[src/rtl/data_sram_bridge_pkg.sv]
// Shared types and constants for the data-side SRAM bridge.
package data_sram_bridge_pkg;

  typedef enum logic [1:0] {
    IDLE = 2'd0,
    REQ  = 2'd1,
    WAIT = 2'd2,
    DONE = 2'd3
  } state_t;

  localparam logic [1:0] SZ_BYTE = 2'd0;
  localparam logic [1:0] SZ_HALF = 2'd1;
  localparam logic [1:0] SZ_WORD = 2'd2;

endpackage

[src/rtl/data_size_enc.sv]
// Encodes store byte strobes or load size into the bus transfer size.
module data_size_enc
  import data_sram_bridge_pkg::*;
(
  input  logic       memwrite,
  input  logic [3:0] sig_write,
  input  logic [1:0] load_size,
  output logic [1:0] size
);

  // Stores derive size from the strobe pattern; loads pass load_size with 3 folded to word.
  always_comb begin
    size = SZ_WORD;
    if (memwrite) begin
      unique case (sig_write)
        4'b1111:                            size = SZ_WORD;
        4'b0011, 4'b1100:                   size = SZ_HALF;
        4'b0001, 4'b0010, 4'b0100, 4'b1000: size = SZ_BYTE;
        default:                            size = SZ_WORD;
      endcase
    end else begin
      size = (load_size == 2'd3) ? SZ_WORD : load_size;
    end
  end

endmodule

[src/rtl/data_sram_bridge.sv]
// Bridges the single-cycle memory-stage interface onto a split-transaction SRAM-like bus.
module data_sram_bridge
  import data_sram_bridge_pkg::*;
#(
  parameter int unsigned AW = 32,
  parameter int unsigned DW = 32
) (
  input  logic          clk,
  input  logic          rst,
  input  logic          memenM,
  input  logic          memwriteM,
  input  logic [3:0]    sig_write,
  input  logic [1:0]    load_size,
  input  logic [AW-1:0] aluoutM,
  input  logic [DW-1:0] writedataM,
  input  logic          stall_other,
  output logic [DW-1:0] readdataM,
  output logic          stall_mem,
  output logic          data_req,
  output logic          data_wr,
  output logic [1:0]    data_size,
  output logic [AW-1:0] data_addr,
  output logic [DW-1:0] data_wdata,
  input  logic          data_addr_ok,
  input  logic          data_data_ok,
  input  logic [DW-1:0] data_rdata
);

  state_t        state, state_nxt;
  logic          wr_q;
  logic [1:0]    size_q;
  logic [AW-1:0] addr_q;
  logic [DW-1:0] wdata_q;
  logic [DW-1:0] rdata_q;
  logic [1:0]    size_enc;
  logic          finish;

  data_size_enc u_size_enc (
    .memwrite  (memwriteM),
    .sig_write (sig_write),
    .load_size (load_size),
    .size      (size_enc)
  );

  // Data phase completes either alongside acceptance in REQ or later in WAIT.
  assign finish = data_data_ok & (((state == REQ) & data_addr_ok) | (state == WAIT));

  // State register.
  always_ff @(posedge clk) begin
    if (rst) state <= IDLE;
    else     state <= state_nxt;
  end

  // Next-state logic.
  always_comb begin
    state_nxt = state;
    unique case (state)
      IDLE: if (memenM) state_nxt = REQ;
      REQ: begin
        if (data_addr_ok & data_data_ok) state_nxt = DONE;
        else if (data_addr_ok)           state_nxt = WAIT;
      end
      WAIT: if (data_data_ok) state_nxt = DONE;
      DONE: if (!stall_other) state_nxt = IDLE;
      default: state_nxt = IDLE;
    endcase
  end

  // Request fields are captured once at issue so the bus never sees datapath changes mid-transaction.
  always_ff @(posedge clk) begin
    if (rst) begin
      wr_q    <= 1'b0;
      size_q  <= SZ_BYTE;
      addr_q  <= '0;
      wdata_q <= '0;
    end else if ((state == IDLE) && memenM) begin
      wr_q    <= memwriteM;
      size_q  <= size_enc;
      addr_q  <= aluoutM;
      wdata_q <= writedataM;
    end
  end

  // Load data is held until the next load completes; strays outside REQ/WAIT are ignored.
  always_ff @(posedge clk) begin
    if (rst)                rdata_q <= '0;
    else if (finish && !wr_q) rdata_q <= data_rdata;
  end

  assign stall_mem  = memenM & (state != DONE);
  assign data_req   = (state == REQ);
  assign data_wr    = wr_q;
  assign data_size  = size_q;
  assign data_addr  = addr_q;
  assign data_wdata = wdata_q;
  assign readdataM  = rdata_q;

endmodule

[config.mk]
export PLATFORM = sky130hd
export DESIGN_NAME = data_sram_bridge
export DESIGN_NICKNAME = d
export VERILOG_FILES = /design/src/rtl/data_sram_bridge_pkg.sv /design/src/rtl/data_size_enc.sv /design/src/rtl/data_sram_bridge.sv
export SDC_FILE = /design/constraint.sdc
export NUM_CORES = 1
export LEC_CHECK = 0
export BUFFER_PORTS_ARGS = -buffer_cell sky130_fd_sc_hd__buf_4
export CAP_MARGIN = 10
export CORE_UTILIZATION = 44
export DETAILED_ROUTE_END_ITERATION = 10
export PLACE_DENSITY_LB_ADDON = 0.12
export RECOVER_POWER = 50
export REMOVE_ABC_BUFFERS = 1
export SYNTH_ARGS = -nofsm -noshare
export SYNTH_HDL_FRONTEND = slang
export SYNTH_SLANG_ARGS = --single-unit
export TNS_END_PERCENT = 20
[constraint.sdc]
create_clock -name clk -period 2.1 [get_ports clk]
set_clock_uncertainty 0.2 [all_clocks]
set_input_delay 0.315 -clock clk [delete_from_list [all_inputs] [get_ports clk]]
set_output_delay 0.315 -clock clk [all_outputs]
set_load 0.05 [all_outputs]
==> results of run 1 <==
## cell usage after synthesis
| cell type | instances | share of area, % |
|---|---|---|
| a211oi_1 | 2 | 0.41 |
| a21oi_1 | 99 | 14 |
| a22oi_1 | 1 | 0.20 |
| a31o_2 | 1 | 0.24 |
| a31oi_1 | 1 | 0.17 |
| and2_1 | 1 | 0.17 |
| buf_2 | 16 | 2.2 |
| buf_4 | 1 | 0.20 |
| buf_6 | 3 | 0.92 |
| clkbuf_1 | 13 | 1.3 |
| dfxtp_1 | 101 | 55 |
| ha_1 | 5 | 1.7 |
| inv_1 | 3 | 0.31 |
| mux2i_1 | 2 | 0.55 |
| nand2_1 | 196 | 20 |
| nand2b_1 | 1 | 0.17 |
| nor2_1 | 6 | 0.61 |
| nor2b_1 | 1 | 0.17 |
| nor3b_2 | 1 | 0.34 |
| nor4bb_1 | 1 | 0.27 |
| o2111ai_1 | 1 | 0.24 |
| o31ai_1 | 1 | 0.20 |
| or2b_1 | 1 | 0.20 |
| or3_1 | 1 | 0.17 |
| or3b_1 | 1 | 0.24 |
| xnor2_1 | 1 | 0.24 |
## worst max-delay path by stage
stage | cells after the start | endpoint
after floorplan | 6 | readdataM[0]
after global placement | 7 | readdataM[23]
after detailed placement | 7 | readdataM[1]
after CTS | 7 | readdataM[14]
after global routing | 7 | readdataM[29]
final | 7 | readdataM[14]
## per-layer routing
| layer | global-route usage, % | wire length [µm] | up-vias |
|---|---|---|---|
| li1 | - | - | 1938 |
| met1 | 27.8 | 4260 | 1734 |
| met2 | 42.3 | 5300 | 152 |
| met3 | 6.59 | 880 | 17 |
| met4 | 7.82 | 208 | 0 |
| met5 | 0 | 0 | - |
## area by class of cell
cell class                      instances  area [µm²]  share of cell area [%]
Sequential cell                       101        2020                    36.4
Timing Repair Buffer                  253        1700                    30.7
Multi-Input combinational cell        324        1470                    26.5
Tap cell                              102         128                    2.30
Clock buffer                            9         124                    2.23
Clock inverter                          6        88.8                    1.60
Inverter                                3        11.3                   0.203
## cells by family after synthesis
| logic type | after synthesis |
|---|---|
| muxes | 2 |
| AOI/OAI and AO/OA | 106 |
| buffers and inverters | 36 |
| xor gates and xnor gates | 1 |
| DFF | 101 |
| and+or+nand+nor | 210 |
| adders and majority gates | 5 |
## layout by cell type (no fill, tap or decap), drive strengths merged, types with 2 or more instances in the layout
master	count
clkinvlp	2
dlygate4sd3	35
buf	119
a211oi	2
a21oi	99
clkinv	2
clkbuf	108
nor2	6
dfxtp	101
bufinv	2
nand2	196
mux2i	2
inv	3
ha	5
## critical path, delay by kind of cell, from the launching register on
family / cells / cell delay [ns]
AND/OR/NAND/NOR: 2 / 0.28
adder cells (fa/ha/maj): 1 / 0.23
buffers and inverters: 2 / 0.29
AO/OA/AOI/OAI: 2 / 0.43
flip-flops: 1 / 0.40
## what timing repair did
action | CTS | global route
setup endpoints to repair | 0 | 0
hold endpoints to repair | 31 | 4
hold buffers | 31 | 4
## state kept, by name, indices dropped and copies added, names as in the netlist
register    cells
data_addr      32
data_size       2
data_wdata     32
data_wr         1
readdataM      32
state           2
## through the flow
stage | setup TNS, ns | hold WS, ns | instances | utilization [%]
detailed placement | 0 | 0.247 | 748 | 67.9
floorplan | -31.59 | 0.184 | 428 | -
global route | 0 | 0.000291 | 798 | 70.4
global placement | 0 | 0.241 | 748 | 67.9
finish | 0 | 0.00513 | 798 | 70.4
CTS | 0 | 0.0000336 | 794 | 74.6
## report_power, final
part	total, µW	leakage, µW	switching [µW]	internal (µW)
logic	2860	0.00130	2090	772
clock network	1310	0.000101	644	665
registers	2430	0.000826	176	2250
total	6600	0.00223	2910	3690
==> out/results.tsv, run 1 <==
stage	metric	value	unit
status	status	finished clean	
critical_path	cp_data_required_time	2.17	ns
routing	via_per_inst	4.81	
sta	final-max-slew-violation-count	0	
die	fp.dieW	93.3	µm
routing	wirelength	10700	µm
layout	fillCellCount	699	
clock_network	max-clock-path-buffers	2	
critical_path	max_stage_delay	0.40	ns
yosys	synth_area	0.00367	mm²
yosys	synthMuxAreaShare	0.546	%
yosys	synth_xor_xnor_area_share	0.239	%
clock_network	root_buffer	clkbuf_8	
die	num_io_pins	210	
die	die-area	0.00870	mm²
clock_network	htreeDepth	3	
clock_network	cts_setup_buffers	0	
critical_path	crit_slowest_cell	dfxtp_1	
worst_hold_path	min_from	data_rdata[6]	
global_route	overflow	0	
clock_network	clk_latency	0.34	ns
power_and_ir_drop	peakVddDrop	0.641	mV
critical_path	critPathMaxFanout	32	
yosys	seq_area_frac_synth	55.2	%
yosys	synthSimpleGateAreaFrac	22.4	%
die	rows	32	
routing	via_count	3841	
global_route	first_global_vias	3565	
sta	fmax	0.526	GHz
critical_path	reg2regPathDepth	7	
critical_path	path_common_cell	a21oi_1	
routing	detail-route-antenna-nets	0	
power_and_ir_drop	power.density	1190	mW/mm²
routing	dr.pass1.iters	4	
routing	drt_iter0_markers	98	
global_route	grt_pass1_wl	16600	µm
power_and_ir_drop	p_leak	0.00223	µW
yosys	synthCells	461	
sta	period_minus_slack	1.90	ns
clock_network	post_cts_resized	0	
routing	wl_per_cell	13.3	µm
place	dpl_cell_area	0.00536	mm²
yosys	avgSynthCellArea	7.95	µm²
sta	rsz0062_at_grt	false	
layout	drive_above_1_share	19.8	%
critical_path	critPathLaunch	state[1]	
yosys	synth_compound_area_share	15.0	%
sta	min_period_over_period	90.5	%
layout	area_growth	51.4	%
worst_hold_path	hold_path.class	in -> reg	
yosys	synth_top_family_by_area	simple AND/OR/NAND/NOR gates	
power_and_ir_drop	power.total	6600	µW
yosys	synth.distinct_cells	26	
yosys	synthAdderAreaFrac	1.71	%
layout	fin_area	0.00555	mm²
clock_network	cts_buffers	9	
worst_hold_path	min_to	readdataM[6]	
critical_path	cp_cell_sequence	inv_1 -> ha_1 -> a21oi_1 -> or3b_1 -> buf_12 -> nand2_1 -> a21oi_1	
layout	nets	806	
critical_path	timing.rr.end	readdataM[14]	
critical_path	r2r_setup_slack	0.20	ns
clock_network	cts_tree	done	
die	coreArea	0.00789	mm²
clock_network	clkSlewWorstSetupHoldPaths	0.10	ns
critical_path	crit_type	reg -> reg	
critical_path	rr_startpoint	state[1]	
critical_path	endpoint_kind	flop	
yosys	ys_ff_latch	101	
critical_path	worst_ep_arrival_time	1.97	ns
yosys	yosysWarnings	0	
place	routabilityCongestion	0.765	
place	hpwl	7490	µm
worst_hold_path	hold_depth	3	
routing	drc	0	
sta	final_hold_viol_count	0	
die	start_util	46.5	%
clock_network	cts.sinks	101	
global_route	antenna_found_initial	0	
place	pre_cts_slack	0.194	ns
run	cap_violations	0	
sta	tightest_slew	0.656	ns
layout	diodes	0	
global_route	track_usage	23.9	%
sta	setup_viol_count_final	0	
die	fp.dieH	93.3	µm
sta	worst_slew_margin_rel	56.5	%
critical_path	cp-start-kind	flop	
place	io_buffers	209	
global_route	grt_max_degree	57	
sta	worst_slack	0.199	ns
No activity file was read; power rests on OpenSTA's default activity.
==> inputs of run 2 (changes only) <==
ABC_AREA = 1   (was default)
CORE_UTILIZATION = 40   (was 44)
==> out/results.tsv, run 2 <==
stage	metric	value	unit	change
worst_hold_path	hold_path.class	in -> reg		
routing	wl_per_cell	12.7	µm	-4.7%
routing	via_count	3858		+0.44%
yosys	synthMuxAreaShare	0	%	-0.55 points
routing	wirelength	10400	µm	-2.2%
layout	area_growth	39.4	%	
yosys	synth_xor_xnor_area_share	0	%	-0.24 points
yosys	avgSynthCellArea	8.07	µm²	+1.5%
global_route	antenna_found_initial	0		unchanged
power_and_ir_drop	p_leak	0.00224	µW	+0.41%
yosys	synth_common_cells	nor2_1 (136), dfxtp_1 (101), o21ai_0 (65), nand2_1 (36), nand3_1 (35)		
critical_path	max_stage_delay	0.41	ns	about the same
critical_path	cp-start-kind	flop		
critical_path	r2r_setup_slack	0.20	ns	about the same
yosys	yosysWarnings	0		unchanged
clock_network	root_buffer	clkbuf_8		
yosys	ys_ff_latch	101		unchanged
critical_path	crit_slowest_cell	dfxtp_1		
critical_path	worst_ep_arrival_time	1.97	ns	about the same
layout	final_core_util	58.0	%	-12 points
global_route	first_global_vias	3545		-0.56%
routing	drt_iter0_markers	110		+12%
clock_network	htreeDepth	3		unchanged
routing	via_per_inst	4.71		-2.1%
yosys	synth_area	0.00388	mm²	+5.9%
yosys	synth_top_area_share	52.1	%	-3.1 points
layout	drive_above_1_share	22.9	%	+3.1 points
die	fp.dieH	101	µm	+7.7%
die	fp.dieW	101	µm	+7.7%
critical_path	endpoint_kind	flop		
layout	layout_commonest_cell	nor2_1		
run	cap_violations	0		unchanged
power_and_ir_drop	peakVddDrop	0.734	mV	+14%
sta	worst_slack	0.199	ns	-0.000488 ns
sta	fmax	0.526	GHz	about the same
clock_network	max-clock-path-buffers	2		unchanged
global_route	track_usage	20.4	%	-3.5 points
routing	dr.pass1.iters	4		unchanged
sta	final-max-slew-violation-count	0		unchanged
place	io_buffers	209		unchanged
sta	tightest_slew	0.661	ns	+0.00534 ns
place	hpwl	7300	µm	-2.5%
die	start_util	41.6	%	-4.9 points
critical_path	cp_data_required_time	2.17	ns	about the same
yosys	synth_flop_cell	dfxtp_1		
clock_network	clk_latency	0.35	ns	about the same
yosys	synth_top_family_by_area	simple AND/OR/NAND/NOR gates		
critical_path	critPathMaxFanout	33		+3.1%
layout	nets	800		-0.74%
layout	diodes	0		unchanged
yosys	async_reset_ff_share	0	%	unchanged
status	status	finished clean		
die	num_io_pins	210		unchanged
layout	final_cell_mix	nor2_1 (136), buf_4 (114), dfxtp_1 (101)		
clock_network	clkSlewWorstSetupHoldPaths	0.10	ns	about the same
critical_path	crit_type	reg -> reg		
power_and_ir_drop	power.density	1330	mW/mm²	+12%
critical_path	cp_cell_sequence	inv_1 -> ha_1 -> a21o_4 -> nand2_8 -> nand2_1 -> a21oi_1		
place	routabilityCongestion	0.749		-2.1%
yosys	synthAdderAreaFrac	1.61	%	-0.095 points
global_route	grt_pass1_wl	16500	µm	-0.49%
routing	drc	0		unchanged
yosys	synth.area.top_cells	dfxtp_1 (52%), nor2_1 (13%), o21ai_0 (8.4%)		
routing	detail-route-antenna-nets	0		unchanged
global_route	overflow	0		unchanged
clock_network	cts_buffers	9		unchanged
sta	period_minus_slack	1.90	ns	+0.000488 ns
sta	setup_viol_count_final	0		unchanged
yosys	yosysTopAreaCell	dfxtp_1		
place	post-place-cells	791		+5.7%
clock_network	cts.sinks	101		unchanged
yosys	synth_most_common_cell	nor2_1		
critical_path	crit_family	compound AO/OA/AOI/OAI gates		
die	coreArea	0.00933	mm²	+18%
global_route	grt_max_degree	69		+21%
yosys	synth_edf_count	0		unchanged
yosys	synth_compound_area_share	15.0	%	+0.040 points
critical_path	crit_buf_inv	1		-1
die	rows	35		+9.4%
layout	fin_area	0.00541	mm²	-2.5%
place	dpl_cell_area	0.00545	mm²	+1.8%
sta	hold-worst-slack	0.0139	ns	+0.00873 ns
clock_network	cts_tree	done		
layout	fin_cells	819		+2.6%
sta	worst_slew_margin_rel	56.1	%	-0.35 points
sta	final_hold_viol_count	0		unchanged
yosys	synthCells	481		+4.3%
place	pre_cts_slack	0.215	ns	+0.0205 ns
yosys	synth.distinct_cells	24		-7.7%
die	die-area	0.0101	mm²	+16%
sta	min_period_over_period	90.5	%	about the same
yosys	seq_area_frac_synth	52.1	%	-3.1 points
yosys	synthSimpleGateAreaFrac	24.2	%	+1.8 points
[run 2: cell types whose count changed in the layout (fill, tap and decap cells not counted), sizes merged, moves of 2 or more]
| cell | before | now |
|---|---|---|
| a211oi | 2 | 0 |
| nand2 | 196 | 48 |
| buf | 119 | 116 |
| a21oi | 99 | 36 |
| dlygate4sd3 | 35 | 13 |
| mux2i | 2 | 0 |
| nor2 | 6 | 137 |
| inv | 3 | 13 |
| nand3 | 0 | 35 |
| o21ai | 0 | 70 |
[run 2: per-layer routing]
layer  track usage (%)  wire length, µm
met5                 0                0
met4              6.13              171
met3              7.56              953
met2              35.4             4990
met1              23.3             4300
[run 2: cells by family (layout without fill, tap and decap cells)]
| kind of cell | count (synthesis) | count (layout) |
|---|---|---|
| compound gates | 107 | 107 |
| simple gates | 222 | 222 |
| fa+ha+maj | 5 | 5 |
| flops | 101 | 101 |
| buf+inv | 46 | 255 |
[run 2: power by group]
| group | leakage [µW] | internal (µW) | total (µW) | switching [µW] |
|---|---|---|---|---|
| Clock | 0.0000987 | 582 | 1230 | 649 |
| Sequential | 0.000831 | 2350 | 2590 | 236 |
| Combinational | 0.00131 | 784 | 3400 | 2620 |
| Total | 0.00224 | 3720 | 7220 | 3500 |
[run 2: path summary, 6_finish.rpt]
check	from	to	cells past startpoint
max	state[1]	readdataM[20]	6
min	aluoutM[11]	data_addr[11]	3
max reg2reg	state[1]	readdataM[20]	6
min reg2reg	readdataM[26]	readdataM[26]	2
[run 2: stage by stage]
| step | setup TNS [ns] | total power, µW |
|---|---|---|
| after floorplan | -6.91 | 5160 |
| after global placement | 0 | 6340 |
| after detailed placement | 0 | 6400 |
| after CTS | 0 | 7660 |
| after global routing | -0.00213 | 7690 |
| final | 0 | 7220 |
[run 2: cell type report]
class	count	area, µm²
clock buffer	10	138
clock inverter	5	60.1
fill	951	3920
inverter	12	45.0
multi-input combinational	334	1590
sequential	101	2020
tap	129	161
timing repair buffer	228	1400
[run 2: worst reg2reg max path: cells and delay by family, from the launching register on]
kind | cells | cell delay [ns]
AOI/OAI and AO/OA | 2 | 0.50
adders and majority gates | 1 | 0.24
buffers and inverters | 1 | 0.10
DFF | 1 | 0.41
and+or+nand+nor | 2 | 0.38
[run 2: timing repair]
action	CTS	global route
buffers inserted	0	0
hold buffers	11	2
hold endpoints to repair	11	2
resized for setup	0	0
